### src/rtl/mmio_uart_pkg.sv
// Shared definitions for the memory-mapped UART transmitter: register
// offsets, STATUS/CTRL bit positions and the transmit FSM state encoding.
// Optional even-parity bit is selected with `UART_TX_PARITY_EN.
package mmio_uart_pkg;

  // Register offsets within the 16-byte window (addr[3:0])
  localparam logic [3:0] TXDATA_OFF = 4'h0;
  localparam logic [3:0] STATUS_OFF = 4'h4;
  localparam logic [3:0] CTRL_OFF   = 4'h8;

  // STATUS bit positions
  localparam int unsigned ST_BUSY_BIT  = 0;
  localparam int unsigned ST_FULL_BIT  = 1;
  localparam int unsigned ST_EMPTY_BIT = 2;
  localparam int unsigned ST_OVF_BIT   = 3;
  localparam int unsigned ST_COUNT_LSB = 8;
  localparam int unsigned ST_COUNT_W   = 4;

  // CTRL bit positions
  localparam int unsigned CTRL_EN_BIT = 0;

  localparam int unsigned DATA_BITS = 8;

  // Transmit FSM states; PARITY is only reachable in the parity build
  typedef enum logic [2:0] {
    S_IDLE   = 3'd0,
    S_START  = 3'd1,
    S_DATA   = 3'd2,
    S_PARITY = 3'd3,
    S_STOP   = 3'd4
  } tx_state_t;

  // Even parity over one data byte
  function automatic logic even_parity(input logic [DATA_BITS-1:0] b);
    return ^b;
  endfunction

endpackage

### src/rtl/mmio_uart_tx_fifo.sv
// sync_fifo: single-clock FIFO with extra-MSB pointers for full/empty,
// combinational head output, occupancy count and asynchronous reset.
module sync_fifo #(
  parameter  int unsigned WIDTH = 8,
  parameter  int unsigned DEPTH = 8,
  localparam int unsigned AW    = $clog2(DEPTH)
) (
  input  logic             clk,
  input  logic             rst,
  input  logic             push,
  input  logic             pop,
  input  logic [WIDTH-1:0] din,
  output logic [WIDTH-1:0] dout,
  output logic             full,
  output logic             empty,
  output logic [AW:0]      count
);

  logic [WIDTH-1:0] mem [DEPTH];
  logic [AW:0]      wr_ptr;
  logic [AW:0]      rd_ptr;
  logic             do_push;
  logic             do_pop;

  assign empty   = (wr_ptr == rd_ptr);
  assign full    = (wr_ptr[AW] != rd_ptr[AW]) && (wr_ptr[AW-1:0] == rd_ptr[AW-1:0]);
  assign count   = wr_ptr - rd_ptr;
  assign do_push = push && !full;
  assign do_pop  = pop && !empty;
  assign dout    = mem[rd_ptr[AW-1:0]];

  // Pointer update; reset empties the FIFO
  always_ff @(posedge clk or posedge rst) begin
    if (rst) begin
      wr_ptr <= '0;
      rd_ptr <= '0;
    end else begin
      if (do_push) wr_ptr <= wr_ptr + 1'b1;
      if (do_pop)  rd_ptr <= rd_ptr + 1'b1;
    end
  end

  // Storage write; contents need no reset since pointers gate visibility
  always_ff @(posedge clk) begin
    if (do_push) mem[wr_ptr[AW-1:0]] <= din;
  end

endmodule

### src/rtl/mmio_uart_tx.sv
// mmio_uart_tx: memory-mapped 8N1 UART transmitter on the data-memory port.
// Registers: TXDATA (push), STATUS (busy/full/empty/ovf/count), CTRL (en).
// Define UART_TX_PARITY_EN to insert an even-parity bit before the stop bit.
module mmio_uart_tx
  import mmio_uart_pkg::*;
#(
  parameter int unsigned CLKS_PER_BIT = 16,
  parameter int unsigned FIFO_DEPTH   = 8,
  parameter logic [9:0]  BASE_ADDR    = 10'h3F0
) (
  input  logic        clk,
  input  logic        rst,
  input  logic        we,
  input  logic [9:0]  addr,
  input  logic [31:0] din,
  output logic [31:0] dout,
  output logic        hit,
  output logic        tx
);

  localparam int unsigned BW = $clog2(CLKS_PER_BIT);
  localparam int unsigned CW = $clog2(FIFO_DEPTH) + 1;
  localparam logic [BW-1:0] BAUD_LAST = BW'(CLKS_PER_BIT - 1);

  tx_state_t state;
  tx_state_t state_next;

  logic [3:0]           offset;
  logic                 wr_txdata;
  logic                 wr_status;
  logic                 wr_ctrl;
  logic                 en;
  logic                 ovf;
  logic                 pop;
  logic                 full;
  logic                 empty;
  logic [CW-1:0]        count;
  logic [7:0]           head;
  logic [7:0]           shift;
  logic [BW-1:0]        baud;
  logic [2:0]           bit_idx;
  logic                 bit_end;
  logic                 last_bit;
  logic [31:0]          status;
  logic                 unused_din;
`ifdef UART_TX_PARITY_EN
  logic                 par;
`endif

  assign unused_din = ^din[31:8];

  assign offset    = addr[3:0];
  assign hit       = (addr[9:4] == BASE_ADDR[9:4]);
  assign wr_txdata = we && hit && (offset == TXDATA_OFF);
  assign wr_status = we && hit && (offset == STATUS_OFF);
  assign wr_ctrl   = we && hit && (offset == CTRL_OFF);
  assign bit_end   = (baud == BAUD_LAST);
  assign last_bit  = (bit_idx == 3'(DATA_BITS - 1));

  // A push into a full FIFO is rejected inside the FIFO; ovf records it
  sync_fifo #(
    .WIDTH (8),
    .DEPTH (FIFO_DEPTH)
  ) u_fifo (
    .clk   (clk),
    .rst   (rst),
    .push  (wr_txdata),
    .pop   (pop),
    .din   (din[7:0]),
    .dout  (head),
    .full  (full),
    .empty (empty),
    .count (count)
  );

  // Control/status registers: enable and sticky overflow
  always_ff @(posedge clk or posedge rst) begin
    if (rst) begin
      en  <= 1'b1;
      ovf <= 1'b0;
    end else begin
      if (wr_ctrl) en <= din[CTRL_EN_BIT];
      if (wr_txdata && full) ovf <= 1'b1;
      else if (wr_status && din[ST_OVF_BIT]) ovf <= 1'b0;
    end
  end

  // FSM state register
  always_ff @(posedge clk or posedge rst) begin
    if (rst) state <= S_IDLE;
    else     state <= state_next;
  end

  // Next state, line level and FIFO pop
  always_comb begin
    state_next = state;
    pop        = 1'b0;
    tx         = 1'b1;
    unique case (state)
      S_IDLE: begin
        if (en && !empty) begin
          state_next = S_START;
          pop        = 1'b1;
        end
      end
      S_START: begin
        tx = 1'b0;
        if (bit_end) state_next = S_DATA;
      end
      S_DATA: begin
        tx = shift[0];
        if (bit_end && last_bit) begin
`ifdef UART_TX_PARITY_EN
          state_next = S_PARITY;
`else
          state_next = S_STOP;
`endif
        end
      end
`ifdef UART_TX_PARITY_EN
      S_PARITY: begin
        tx = par;
        if (bit_end) state_next = S_STOP;
      end
`endif
      S_STOP: begin
        if (bit_end) begin
          if (en && !empty) begin
            state_next = S_START;
            pop        = 1'b1;
          end else begin
            state_next = S_IDLE;
          end
        end
      end
      default: state_next = S_IDLE;
    endcase
  end

  // Shift register, baud counter and bit counter
  always_ff @(posedge clk or posedge rst) begin
    if (rst) begin
      shift   <= '0;
      baud    <= '0;
      bit_idx <= '0;
`ifdef UART_TX_PARITY_EN
      par     <= 1'b0;
`endif
    end else if (pop) begin
      shift   <= head;
      baud    <= '0;
      bit_idx <= '0;
`ifdef UART_TX_PARITY_EN
      par     <= even_parity(head);
`endif
    end else if (state != S_IDLE) begin
      baud <= bit_end ? '0 : baud + 1'b1;
      if (state == S_DATA && bit_end) begin
        shift   <= shift >> 1;
        bit_idx <= bit_idx + 1'b1;
      end
    end
  end

  // STATUS word assembly
  always_comb begin
    status                            = '0;
    status[ST_BUSY_BIT]               = (state != S_IDLE);
    status[ST_FULL_BIT]               = full;
    status[ST_EMPTY_BIT]              = empty;
    status[ST_OVF_BIT]                = ovf;
    status[ST_COUNT_LSB +: ST_COUNT_W] = ST_COUNT_W'(count);
  end

  // Load-data mux; zero outside the window and at unmapped offsets
  always_comb begin
    dout = '0;
    if (hit) begin
      unique case (offset)
        STATUS_OFF: dout = status;
        CTRL_OFF:   dout = {31'd0, en};
        default:    dout = '0;
      endcase
    end
  end

endmodule

### config.mk
export PLATFORM = sky130hd
export DESIGN_NAME = mmio_uart_tx
export DESIGN_NICKNAME = d
export VERILOG_FILES = /design/src/rtl/mmio_uart_pkg.sv /design/src/rtl/mmio_uart_tx_fifo.sv /design/src/rtl/mmio_uart_tx.sv
export SDC_FILE = /design/constraint.sdc
export NUM_CORES = 1
export LEC_CHECK = 0
export BUFFER_PORTS_ARGS = -buffer_cell sky130_fd_sc_hd__buf_4
export CORE_MARGIN = 10
export CORE_UTILIZATION = 55
export DETAILED_ROUTE_END_ITERATION = 10
export GPL_TIMING_DRIVEN = 0
export PLACE_DENSITY = 0.79
export SKIP_CTS_REPAIR_TIMING = 1
export SLEW_MARGIN = 15
export SYNTH_ARGS = -nofsm -noshare
export SYNTH_HDL_FRONTEND = slang
export SYNTH_HIERARCHICAL = 1
export SYNTH_SLANG_ARGS = --single-unit
### constraint.sdc
create_clock -name clk -period 5.3 [get_ports clk]
set_clock_uncertainty 0.1 [all_clocks]
set_input_delay 0.53 -clock clk [delete_from_list [all_inputs] [get_ports clk]]
set_output_delay 0.53 -clock clk [all_outputs]
set_load 0.05 [all_outputs]
* After elaboration in Yosys (flattened, before gate mapping)
Memory sizes are Yosys's and may differ from the RTL's. Index checks and enable logic that the tools add are counted.
Word-level totals: flip-flop bits (word level) 28, memory bits (writable) 64, input bits 45, output and inout port bits 34, memories kept 1
Memories:
- u_fifo.mem | depth 8, bits a word 8, read ports 1, clocked after Yosys merged registers in 0, write ports 1, RTL line mmio_uart_tx_fifo.sv:19 | logic [WIDTH-1:0] mem [DEPTH];
Operators by class: add/sub/neg operators 5, equality and inequality tests 15, mux-type cells 25, reduce and logical (&&, ||, !) cells 22
Operators by type and width (count):
- 8-bit 2-to-1 mux | 3
- 12-bit case mux with 2 select lines | 1
- 3-bit 2-to-1 mux | 7
- 4-bit by 1-bit adder with 4-bit output, second input constant | 3
- 1-bit logical AND | 12
- 12-bit 2-to-1 mux | 1
- 4-bit 2-to-1 mux | 3
- 3-bit case mux with 4 select lines | 1
- 4-bit equality test, second input constant | 2
- 2-bit inequality test, second input constant | 4
- 1-bit 2-to-1 mux | 7
- 3-bit equality test, second input constant | 2
- 6-bit equality test, second input constant | 1
- 2-bit nonzero test | 3
- 4-bit by 3-bit equality test with 1-bit output, second input constant | 1
- 4-bit equality test | 1
- 4-bit zero test | 1
- 1-bit case mux with 2 select lines | 2
- 4-bit AND reduction | 1
- 4-bit subtractor | 1
- 3-bit by 1-bit adder with 3-bit output, second input constant | 1
- 3-bit by 1-bit equality test with 1-bit output, second input constant | 1
- 3-bit by 2-bit equality test with 1-bit output, second input constant | 1
- 3-bit equality test | 1
- other kinds (5) | 6

* Depth between registers and ports, before layout
Gate-level depths: netlist (run 1).
depth in word-level cells 8, mapped depth 12, gate-level depth less buffers 9

* Modules after synthesis
The synthesis (run 1) kept the hierarchy.
Modules (own cells, without submodules):
- sync_fifo | instances 1, cells each 168, area an instance 2994.1 µm², seq. area each 2122.0 µm²
- mmio_uart_tx | instances 1, cells each 140, area an instance 1293.7 µm², seq. area each 501.7 µm²

* Worst setup path after synthesis (run 1)
OpenSTA, ideal clock, no wires.
kind input to output, start input addr[1], end output dout[0], arrival time 2.209 ns, slack 2.461 ns, stages 3, cell sequence nor4b_2 a22oi_1 nor3_1
Between the ends: word-level cells in the longest chain between the ends 3
Ends and longest elaborated chain:
- start, declared | RTL line mmio_uart_tx.sv:14 | input logic [9:0] addr,
- 4-bit equality test / 4-bit by 3-bit equality test with 1-bit output (equally long branches) | RTL line mmio_uart_tx.sv:179 | unique case (offset)
- 12-bit case mux with 2 select lines (*) | RTL line mmio_uart_tx.sv:179
- 12-bit 2-to-1 mux (*) | RTL line mmio_uart_tx.sv:178 | if (hit) begin
- end, declared | RTL line mmio_uart_tx.sv:16 | output logic [31:0] dout,
Every way passes the cells marked *; elsewhere a longest branch is shown, timed or not.

* Worst setup path in the final report (run 1)
start register u_fifo.rd_ptr[1], end output dout[2]
Between the ends: word-level cells in the longest chain between the ends 3
Ends and longest elaborated chain:
- start, declared | RTL line mmio_uart_tx_fifo.sv:21 | logic [AW:0] rd_ptr;
- start signal, assigned | RTL line mmio_uart_tx_fifo.sv:39 | if (do_pop) rd_ptr <= rd_ptr + 1'b1;
- 4-bit equality test | RTL line mmio_uart_tx_fifo.sv:25 | assign empty = (wr_ptr == rd_ptr);
- via empty | RTL line mmio_uart_tx.sv:36 | logic empty;
- 12-bit case mux with 2 select lines | RTL line mmio_uart_tx.sv:179
- 12-bit 2-to-1 mux | RTL line mmio_uart_tx.sv:178
The timed path passes the listed nets, and every way through them passes these cells.

==> impl_metrics.yaml, run 1 <==
detailed_routing:
  post_drt_wl_per_cell_um: 17.41
  via_count: 2523
  drt-total-wl_mm: 8.376
  drc: 0
  vias_per_cell: 5.245
  drt-pass1-iter-count: 4
  ant_nets: 0
  drt_iter0_drc: 109
critical_path:
  rrSetupSlack_ps: 2010
  end_kind: "output port"
  worst-setup-path-type: "reg -> out"
  reg2reg_depth: 11
  r2r_start: "u_fifo/rd_ptr[1]$_DFFE_PP0P_"
  critPathArrivalTime_ps: 2700
  cp_data_required_time_ps: 4670
  worstReg2RegEnd: "u_fifo/rd_ptr[1]$_DFFE_PP0P_"
  cp-start-kind: "flop"
  critPathMaxFanout: 10
die:
  die_h_um: 108.3
  initial_utilization: 0.5607
  core_area_mm2: 0.007647
  die_x_um: 108.3
  io_pins: 79
  row_count: 32
  die-area_mm2: 0.01173
clock_network:
  htreeDepth: 3
  clkSinkCount: 92
  numCtsBuffers: 9
  cts_tree: "built"
  cts.path.max_buffers: 2
  clock_latency_ps: 350
  cts_root_buf: "clkbuf_8"
  clk_pin_slew_ps: 90
power_and_ir_drop:
  p_int_mw: 1.014
  pwr-share-clk: 0.349
  vdd_drop_max_uv: 240.8
  powerDensity_mw_per_mm2: 265.0
  p_seq_frac: 0.588
  p_leak_nw: 2.117
  p_switching_mw: 0.3004
  sw_frac_of_total: 0.2285
  combPwrFrac: 0.063
sta:
  holdWs_ps: 41.99
  setup_violations: 0
  fin_ws_ps: 1968
  relSlewSlack: 0.4195
  slew_viol_final: 0
  setup-tns-final_ps: 0
  clock.fmax_ghz: 0.3001
  rsz0062_at_grt: "no"
  fin_crit_sh: 0.6287
  hold_viol: 0
  worstMarginPinSlew_ps: 866.0
  min_period_ps: 3332
cells_and_area:
  diodes: 0
  area_growth_pct: 15.67
  drive_above_1_share: 0.2955
  nets: 428
global_route:
  first_global_vias: 2529
  grtUsageTotal: 0.1462
  use_met1: 0.1730
  grt_max_degree: 21
  antenna_found_initial: 0
  use_met3: 0.04700
  grtUsageMet2: 0.2448
  overflow: 0
  grt.busiest_layer: "met2"
  grt_pass1_wl_mm: 13.04
synthesis:
  yosys_warnings: 6
  yosys.area.top_type_share: 0.4482
  synth_edf_count: 64
  netlist_area_mm2: 0.004288
  async_reset_ff_frac: 0.3043
  syn_avg_cell_area_um2: 13.92
  synth.area.top_cells: "edfxtp_1, dfrtp_1, mux4_2"
  ys_seq_area_frac: 0.6119
  ys_seq_elements: 92
  yosys_most_used_dff: "edfxtp_1"
  syn_inst: 308
  post-synth-top-area-cell: "edfxtp_1"
  synthDistinctLibCells: 50
flow_run:
  maxCapViolCount: 0
placement:
  place_ws_ps: 2010
  place.gp.congestion: 0.7779
  port_buffers: 30
  dpl.hpwl_mm: 5.898
hold_path:
  hold_class: "in -> async"
outcome:
  status: "complete, no violations"
[routing by layer]
layer  share of wire  wire length (um)
met5               0                 0
met4           0.015               125
met3           0.075               628
met2            0.48              4049
met1            0.43              3573
[sequential cells by signal, summed over array words and instances (netlist names)]
signal	cells
u_fifo/mem	64
ovf	1
bit_idx	3
shift	8
u_fifo/wr_ptr	4
u_fifo/rd_ptr	4
en	1
baud	4
state	3
[power groups by stage]
stage	Clock, mW	Combinational [mW]	Sequential [mW]
4_1_cts	0.471	0.0818	0.773
2_1_floorplan	0	0.0600	0.788
5_1_grt	0.498	0.0885	0.773
6_report	0.459	0.0825	0.773
3_3_place_gp	0	0.0800	0.788
3_5_place_dp	0	0.0818	0.789
[cell usage in the layout, fill, tap and decap left out, drive strengths merged, types with 2 or more instances in the layout]
master  instances
a21o            3
a21oi           9
and3            9
buf            64
clkbuf         12
clkinv          3
conb           24
dfrtp          27
edfxtp         64
ha              8
inv            14
mux2            3
mux2i           9
mux4           16
nand2          38
nand3           6
nand4           2
nor2           16
nor2b           2
nor3            7
nor4            2
nor4b           3
o21ai          12
or3             2
xnor2           6
xor2            5
[worst max-delay path by stage]
stage	from	to	slack (ps)	depth (start not counted)
finish	u_fifo/rd_ptr[1]$_DFFE_PP0P_	dout[2]	1970	8
global route	u_fifo/rd_ptr[1]$_DFFE_PP0P_	u_fifo/rd_ptr[1]$_DFFE_PP0P_	1810	11
CTS	u_fifo/rd_ptr[1]$_DFFE_PP0P_	dout[2]	1930	8
detailed placement	u_fifo/rd_ptr[1]$_DFFE_PP0P_	u_fifo/rd_ptr[1]$_DFFE_PP0P_	2010	11
global placement	u_fifo/rd_ptr[1]$_DFFE_PP0P_	u_fifo/mem[0][4]$_DFFE_PP_	1540	7
floorplan	addr[1]	dout[0]	2460	3
[metrics by stage]
stage	utilization	instance area (um2)	total power [mW]	instances
2_1_floorplan	-	4374	0.8484	331
3_3_place_gp	0.6181	4727	0.8684	463
3_5_place_dp	0.6235	4768	0.8704	465
4_1_cts	0.6486	4960	1.326	481
5_1_grt	0.6486	4960	1.359	481
6_report	0.6486	4960	1.315	481
[Yosys cell counts (all sizes together), types with 2 or more instances]
cell type / count
nand3: 6
nor4b: 3
a21o: 3
nor3: 7
inv: 13
nor2: 16
a21oi: 9
nand4: 2
dfrtp: 27
nor4: 2
o21ai: 12
or3: 2
nor2b: 2
nand2: 38
clkbuf: 2
and3: 9
mux2i: 9
mux2: 3
buf: 32
ha: 8
xor2: 5
xnor2: 6
mux4: 16
edfxtp: 64
[kinds of logic (layout without fill, tap and decap cells)]
kind of cell | Yosys count | after routing | share of synthesized area
XOR/XNOR | 11 | 11 | 0.02422
other | 1 | 24 | 0.0008746
AND/OR/NAND/NOR | 90 | 90 | 0.1045
buffers and inverters | 47 | 95 | 0.07090
AO/OA/AOI/OAI | 30 | 30 | 0.04494
adder cells (fa/ha/maj) | 9 | 9 | 0.02801
flip-flops | 92 | 92 | 0.6119
multiplexers | 28 | 28 | 0.1147
[worst max-delay path, stage by stage, from the launching register on]
cell     delay, ps
dfrtp_1        410
buf_2          300
buf_2          330
inv_1           90
ha_1           300
nand3_1        230
nor2_1         300
and3_1         200
buf_4          200
[final cells by class]
cell class	instances	area, um2
plain buffers	34	255.2
clock buffers	10	127.6
clock inverters	6	63.81
fillers	558	2688
inverters	13	48.80
multi-input cells	192	1473
flip-flops and latches	92	2624
well taps	102	127.6
repair buffers	32	240.2
Note: power is estimated with default switching activity, not from simulation.
==> run 2: changes to the inputs <==
- clock period: 5.3 -> 3.26 ns (I/O delays scaled with it)
==> run 2 against run 1 <==
  * Critical path depth increased by 3
  * First-iteration DRC count increased by 31%
  * Flip-flop and latch count unchanged
  * Worst setup slack got worse by 1800 ps
  * Clock power increased by 63%
  * Wire length increased by 0.44%
  * Non-clock buffer count increased by 2
  * Critical endpoint is now u_fifo/rd_ptr[1]$_DFFE_PP0P_
==> impl_metrics.yaml, run 2 (synthesis gave the netlist of run 1 again) <==
placement:
  place.gp.congestion: 0.7779
  dp_cells: 465
  dpl.hpwl_mm: 5.898
  port_buffers: 30
  placed_cell_area_mm2: 0.004768
detailed_routing:
  vias_per_cell: 5.234
  via_count: 2528
  drc: 0
  drt-total-wl_mm: 8.413
  post_drt_wl_per_cell_um: 17.42
  drt-pass1-iter-count: 4
  ant_nets: 0
  drt_iter0_drc: 143
cells_and_area:
  layout_commonest_cell: "edfxtp_1"
  nets: 430
  finalNonFillerCells: 483
  largest_register_ff_count: 64
  fillers: 555
  area_growth_pct: 16.31
  design_area_mm2: 0.004987
  multi_input_area_mm2: 0.001478
  drive_above_1_share: 0.2992
  seq_area_mm2: 0.002624
  final_cell_mix: "edfxtp_1, buf_4, nand2_1"
  diodes: 0
critical_path:
  cp_data_required_time_ps: 3400
  cpMostUsedCell: "clkbuf_4"
  end_kind: "flop"
  cp-start-kind: "flop"
  cp_slowest_stage_delay_ps: 410
  crit_buf_inv: 4
  worst_path_dominant_cell_family: "buffers and inverters"
  critPathSlowestCell: "dfrtp_1"
  critPathArrivalTime_ps: 3240
  worst-setup-path-type: "reg -> reg"
  crit_chain: "clkbuf_4, clkbuf_4, inv_1, ha_1, nand3_2, nor2_1, nor4b_2, a21boi_1, buf_2, o21ai_2, mux2_2"
  critPathMaxFanout: 10
clock_network:
  clk_pin_slew_ps: 90
  cts_root_buf: "clkbuf_8"
  htreeDepth: 3
  clock_latency_ps: 350
  numCtsBuffers: 9
  clkSinkCount: 92
  cts.path.max_buffers: 2
  cts_tree: "built"
sta:
  fin_crit_sh: 0.9494
  holdWs_ps: 103.7
  setup-tns-final_ps: 0
  relSlewSlack: 0.4060
  slew_viol_final: 0
  hold_viol: 0
  rsz0062_at_grt: "no"
  min_period_ps: 3095
  setup_violations: 0
  worstMarginPinSlew_ps: 886.2
  clock.fmax_ghz: 0.3231
power_and_ir_drop:
  sw_frac_of_total: 0.2285
  powerDensity_mw_per_mm2: 428.8
  p_int_mw: 1.650
  pwr-share-clk: 0.349
  p_switching_mw: 0.4887
  p_seq_frac: 0.587
  power.total_mw: 2.138
  vdd_drop_max_uv: 390.7
  p_leak_nw: 2.133
  combPwrFrac: 0.063
die:
  initial_utilization: 0.5607
  row_count: 32
  die_x_um: 108.3
  die-area_mm2: 0.01173
  die_h_um: 108.3
  io_pins: 79
  core_area_mm2: 0.007647
global_route:
  grtUsageTotal: 0.1462
  first_global_vias: 2529
  grt_max_degree: 21
  grt_pass1_wl_mm: 13.04
  antenna_found_initial: 0
  overflow: 0
outcome:
  status: "complete, no violations"
hold_path:
  hold_class: "in -> reg"
flow_run:
  maxCapViolCount: 0
-- run 2: cell types whose count changed in the layout (fill, tap and decap cells not counted), sizes merged --
cell / delta
buf: -1
clkbuf: +2
dlygate4sd3: +1
-- run 2: final cells by class --
cell class | instances | share of cell area
tap | 102 | 0.02559
sequential | 92 | 0.5261
clock buffer | 10 | 0.02559
buffer | 34 | 0.05218
multi-input combinational | 192 | 0.2963
timing repair buffer | 34 | 0.05168
clock inverter | 6 | 0.01279
inverter | 13 | 0.009784
-- run 2: routing by layer --
| metal | wire [um] | global-route usage | share of wire | vias to the layer above |
|---|---|---|---|---|
| met1 | 3545 | 0.1730 | 0.42 | 1227 |
| met2 | 4087 | 0.2448 | 0.49 | 80 |
| met3 | 640 | 0.04700 | 0.076 | 12 |
| met4 | 140 | 0.05367 | 0.017 | 0 |
| met5 | 0 | 0 | 0 | - |
| li1 | - | - | - | 1209 |
-- run 2: per-stage QoR --
stage,worst slack [ps],utilization
global placement,-501.6,0.6181
global route,17.62,0.6522
floorplan,472.1,-
CTS,-48.45,0.6486
detailed placement,-30.20,0.6235
finish,165.0,0.6522
-- run 2: worst paths after layout --
path / startpoint / end / slack [ps] / cells past startpoint
max in group asynchronous: rst / baud[3]$_DFFE_PP0P_ / 1990 / 3
worst max-delay path: u_fifo/rd_ptr[1]$_DFFE_PP0P_ / u_fifo/rd_ptr[1]$_DFFE_PP0P_ / 170 / 11
worst min register to register: baud[0]$_DFFE_PP0P_ / baud[0]$_DFFE_PP0P_ / 410 / 1
worst max register to register: u_fifo/rd_ptr[1]$_DFFE_PP0P_ / u_fifo/rd_ptr[1]$_DFFE_PP0P_ / 170 / 11
min in group asynchronous: rst / u_fifo/rd_ptr[2]$_DFFE_PP0P_ / 410 / 3
worst min-delay path: din[6] / u_fifo/mem[6][6]$_DFFE_PP_ / 100 / 1
-- run 2: power groups by stage --
stage | clock, mW | combinational, mW | sequential, mW
floorplan | 0 | 0.0975 | 1.28
detailed placement | 0 | 0.133 | 1.28
CTS | 0.766 | 0.133 | 1.26
finish | 0.747 | 0.135 | 1.26
global route | 0.809 | 0.145 | 1.26
global placement | 0 | 0.130 | 1.28
-- run 2: worst reg2reg max path: stages, from the launching register on --
cell and delay [ps]:
dfrtp_1 410, clkbuf_4 270, clkbuf_4 270, inv_1 70, ha_1 310, nand3_2 160
nor2_1 110, nor4b_2 340, a21boi_1 270, buf_2 270, o21ai_2 130, mux2_2 280
==> run 3: changes to the inputs <==
- CORE_MARGIN: 10 -> unset
- SETUP_SLACK_MARGIN: unset -> 0.02
==> run 3 against run 2 <==
  * Maximum frequency up 1.2%
  * Combinational power about the same
  * Critical path depth unchanged
  * Hold slack worse by 7.4 ps
  * Largest cell class unchanged
==> impl_metrics.yaml, run 3 (synthesis gave the netlist of run 1 again) <==
placement:
  dpl.hpwl_mm: 5.574
  port_buffers: 30
  place_ws_ps: -52.14
  place.gp.congestion: 0.8089
power_and_ir_drop:
  p_int_mw: 1.591
  powerDensity_mw_per_mm2: 424.3
  p_switching_mw: 0.5260
  sw_frac_of_total: 0.2484
  vdd_drop_max_uv: 384.7
  p_leak_nw: 2.133
  combPwrFrac: 0.063
  pwr-share-clk: 0.343
  p_seq_frac: 0.593
global_route:
  grtUsageMet2: 0.3531
  grt_pass1_wl_mm: 12.68
  use_met3: 0.03030
  grtUsageTotal: 0.2078
  first_global_vias: 2515
  use_met1: 0.2661
  antenna_found_initial: 0
  grt.busiest_layer: "met2"
  grt_max_degree: 21
  overflow: 0
critical_path:
  crit_chain: "clkbuf_4, clkbuf_4, inv_1, ha_1, nand3_2, nor2_1, nor4b_2, a21boi_2, clkbuf_4, o21ai_2, mux2_2"
  end_kind: "flop"
  cp-start-kind: "flop"
  cp_slowest_stage_delay_ps: 430
  critPathSlowestCell: "dfrtp_1"
  cpMostUsedCell: "clkbuf_4"
  critPathMaxFanout: 10
  worst-setup-path-type: "reg -> reg"
  cp_data_required_time_ps: 3410
  critPathArrivalTime_ps: 3210
  reg2reg_depth: 11
sta:
  worstMarginPinSlew_ps: 904.9
  setup_violations: 0
  fin_crit_sh: 0.9382
  slew_viol_final: 0
  fin_ws_ps: 201.5
  rsz0062_at_grt: "no"
  min_period_ps: 3058
  hold_viol: 0
  relSlewSlack: 0.3945
  clock.fmax_ghz: 0.3270
die:
  die_h_um: 90.30
  row_count: 31
  core_area_mm2: 0.007408
  io_pins: 79
  die-area_mm2: 0.008153
  die_x_um: 90.30
  initial_utilization: 0.5788
cells_and_area:
  nets: 430
  diodes: 0
  final_cell_mix: "edfxtp_1, buf_4, nand2_1"
  largest_register_ff_count: 64
  area_growth_pct: 16.37
  final_core_util: 0.6735
  drive_above_1_share: 0.3071
  layout_commonest_cell: "edfxtp_1"
clock_network:
  cts_root_buf: "clkbuf_8"
  clkSinkCount: 92
  clock_latency_ps: 350
  clk_pin_slew_ps: 100
  numCtsBuffers: 9
  cts_tree: "built"
  htreeDepth: 3
  cts.path.max_buffers: 2
detailed_routing:
  post_drt_wl_per_cell_um: 16.36
  ant_nets: 0
  drt-total-wl_mm: 7.852
  via_count: 2524
  vias_per_cell: 5.258
  drc: 0
  drt-pass1-iter-count: 4
  drt_iter0_drc: 179
flow_run:
  maxCapViolCount: 0
hold_path:
  hold_class: "in -> reg"
  hold_depth: 1
outcome:
  status: "complete, no violations"
-- run 3: power groups by stage --
stage,logic (mW),registers (mW),clock network (mW)
final,0.134,1.26,0.727
after global routing,0.143,1.26,0.801
after CTS,0.133,1.26,0.751
after detailed placement,0.133,1.28,0
after global placement,0.130,1.28,0
after floorplan,0.0975,1.28,0
-- run 3: layer usage --
layer / up-vias / part of all wire / wire length [um]
met2: 89 / 0.52 / 4113
li1: 1208 / - / -
met5: - / 0 / 0
met4: 0 / 0.012 / 93
met1: 1218 / 0.41 / 3234
met3: 9 / 0.052 / 410
-- run 3: critical path: cells and delay by family, from the launching register on --
| family | cells | cell delay, ps |
|---|---|---|
| AOI/OAI and AO/OA | 2 | 380 |
| muxes | 1 | 290 |
| DFF | 1 | 430 |
| adders and majority gates | 1 | 320 |
| and+or+nand+nor | 3 | 600 |
| buffers and inverters | 4 | 830 |
-- run 3: final timing paths --
kind	from	slack, ps	end
max in group asynchronous	rst	1970	state[0]$_DFFE_PP0P_
worst max-delay path	u_fifo/rd_ptr[1]$_DFFE_PP0P_	200	u_fifo/rd_ptr[1]$_DFFE_PP0P_
worst min register to register	ovf$_DFFE_PP0P_	400	ovf$_DFFE_PP0P_
worst min-delay path	din[2]	100	u_fifo/mem[0][2]$_DFFE_PP_
worst max register to register	u_fifo/rd_ptr[1]$_DFFE_PP0P_	200	u_fifo/rd_ptr[1]$_DFFE_PP0P_
min in group asynchronous	rst	390	u_fifo/wr_ptr[2]$_DFFE_PP0P_
-- run 3: cell type report --
| class | count | area (um2) |
|---|---|---|
| tap | 99 | 123.9 |
| inverter | 13 | 48.80 |
| clock inverter | 7 | 70.07 |
| fill | 525 | 2419 |
| buffer | 34 | 262.8 |
| multi-input combinational | 192 | 1481 |
| sequential | 92 | 2624 |
| clock buffer | 9 | 123.9 |
| timing repair buffer | 34 | 255.2 |
-- run 3: per-stage QoR --
step                      TNS, ps  cell area, um2  std cells  total power [mW]  hold WS [ps]
final                           0            4990        480             2.117         96.25
after global routing            0            4990        480             2.201         83.68
after CTS                  -174.1            4964        479             2.140        -181.7
after detailed placement   -68.71            4770        463             1.415         217.9
after global placement      -9036            4723        460             1.412         204.2
after floorplan                 0            4374        331             1.379         41.66
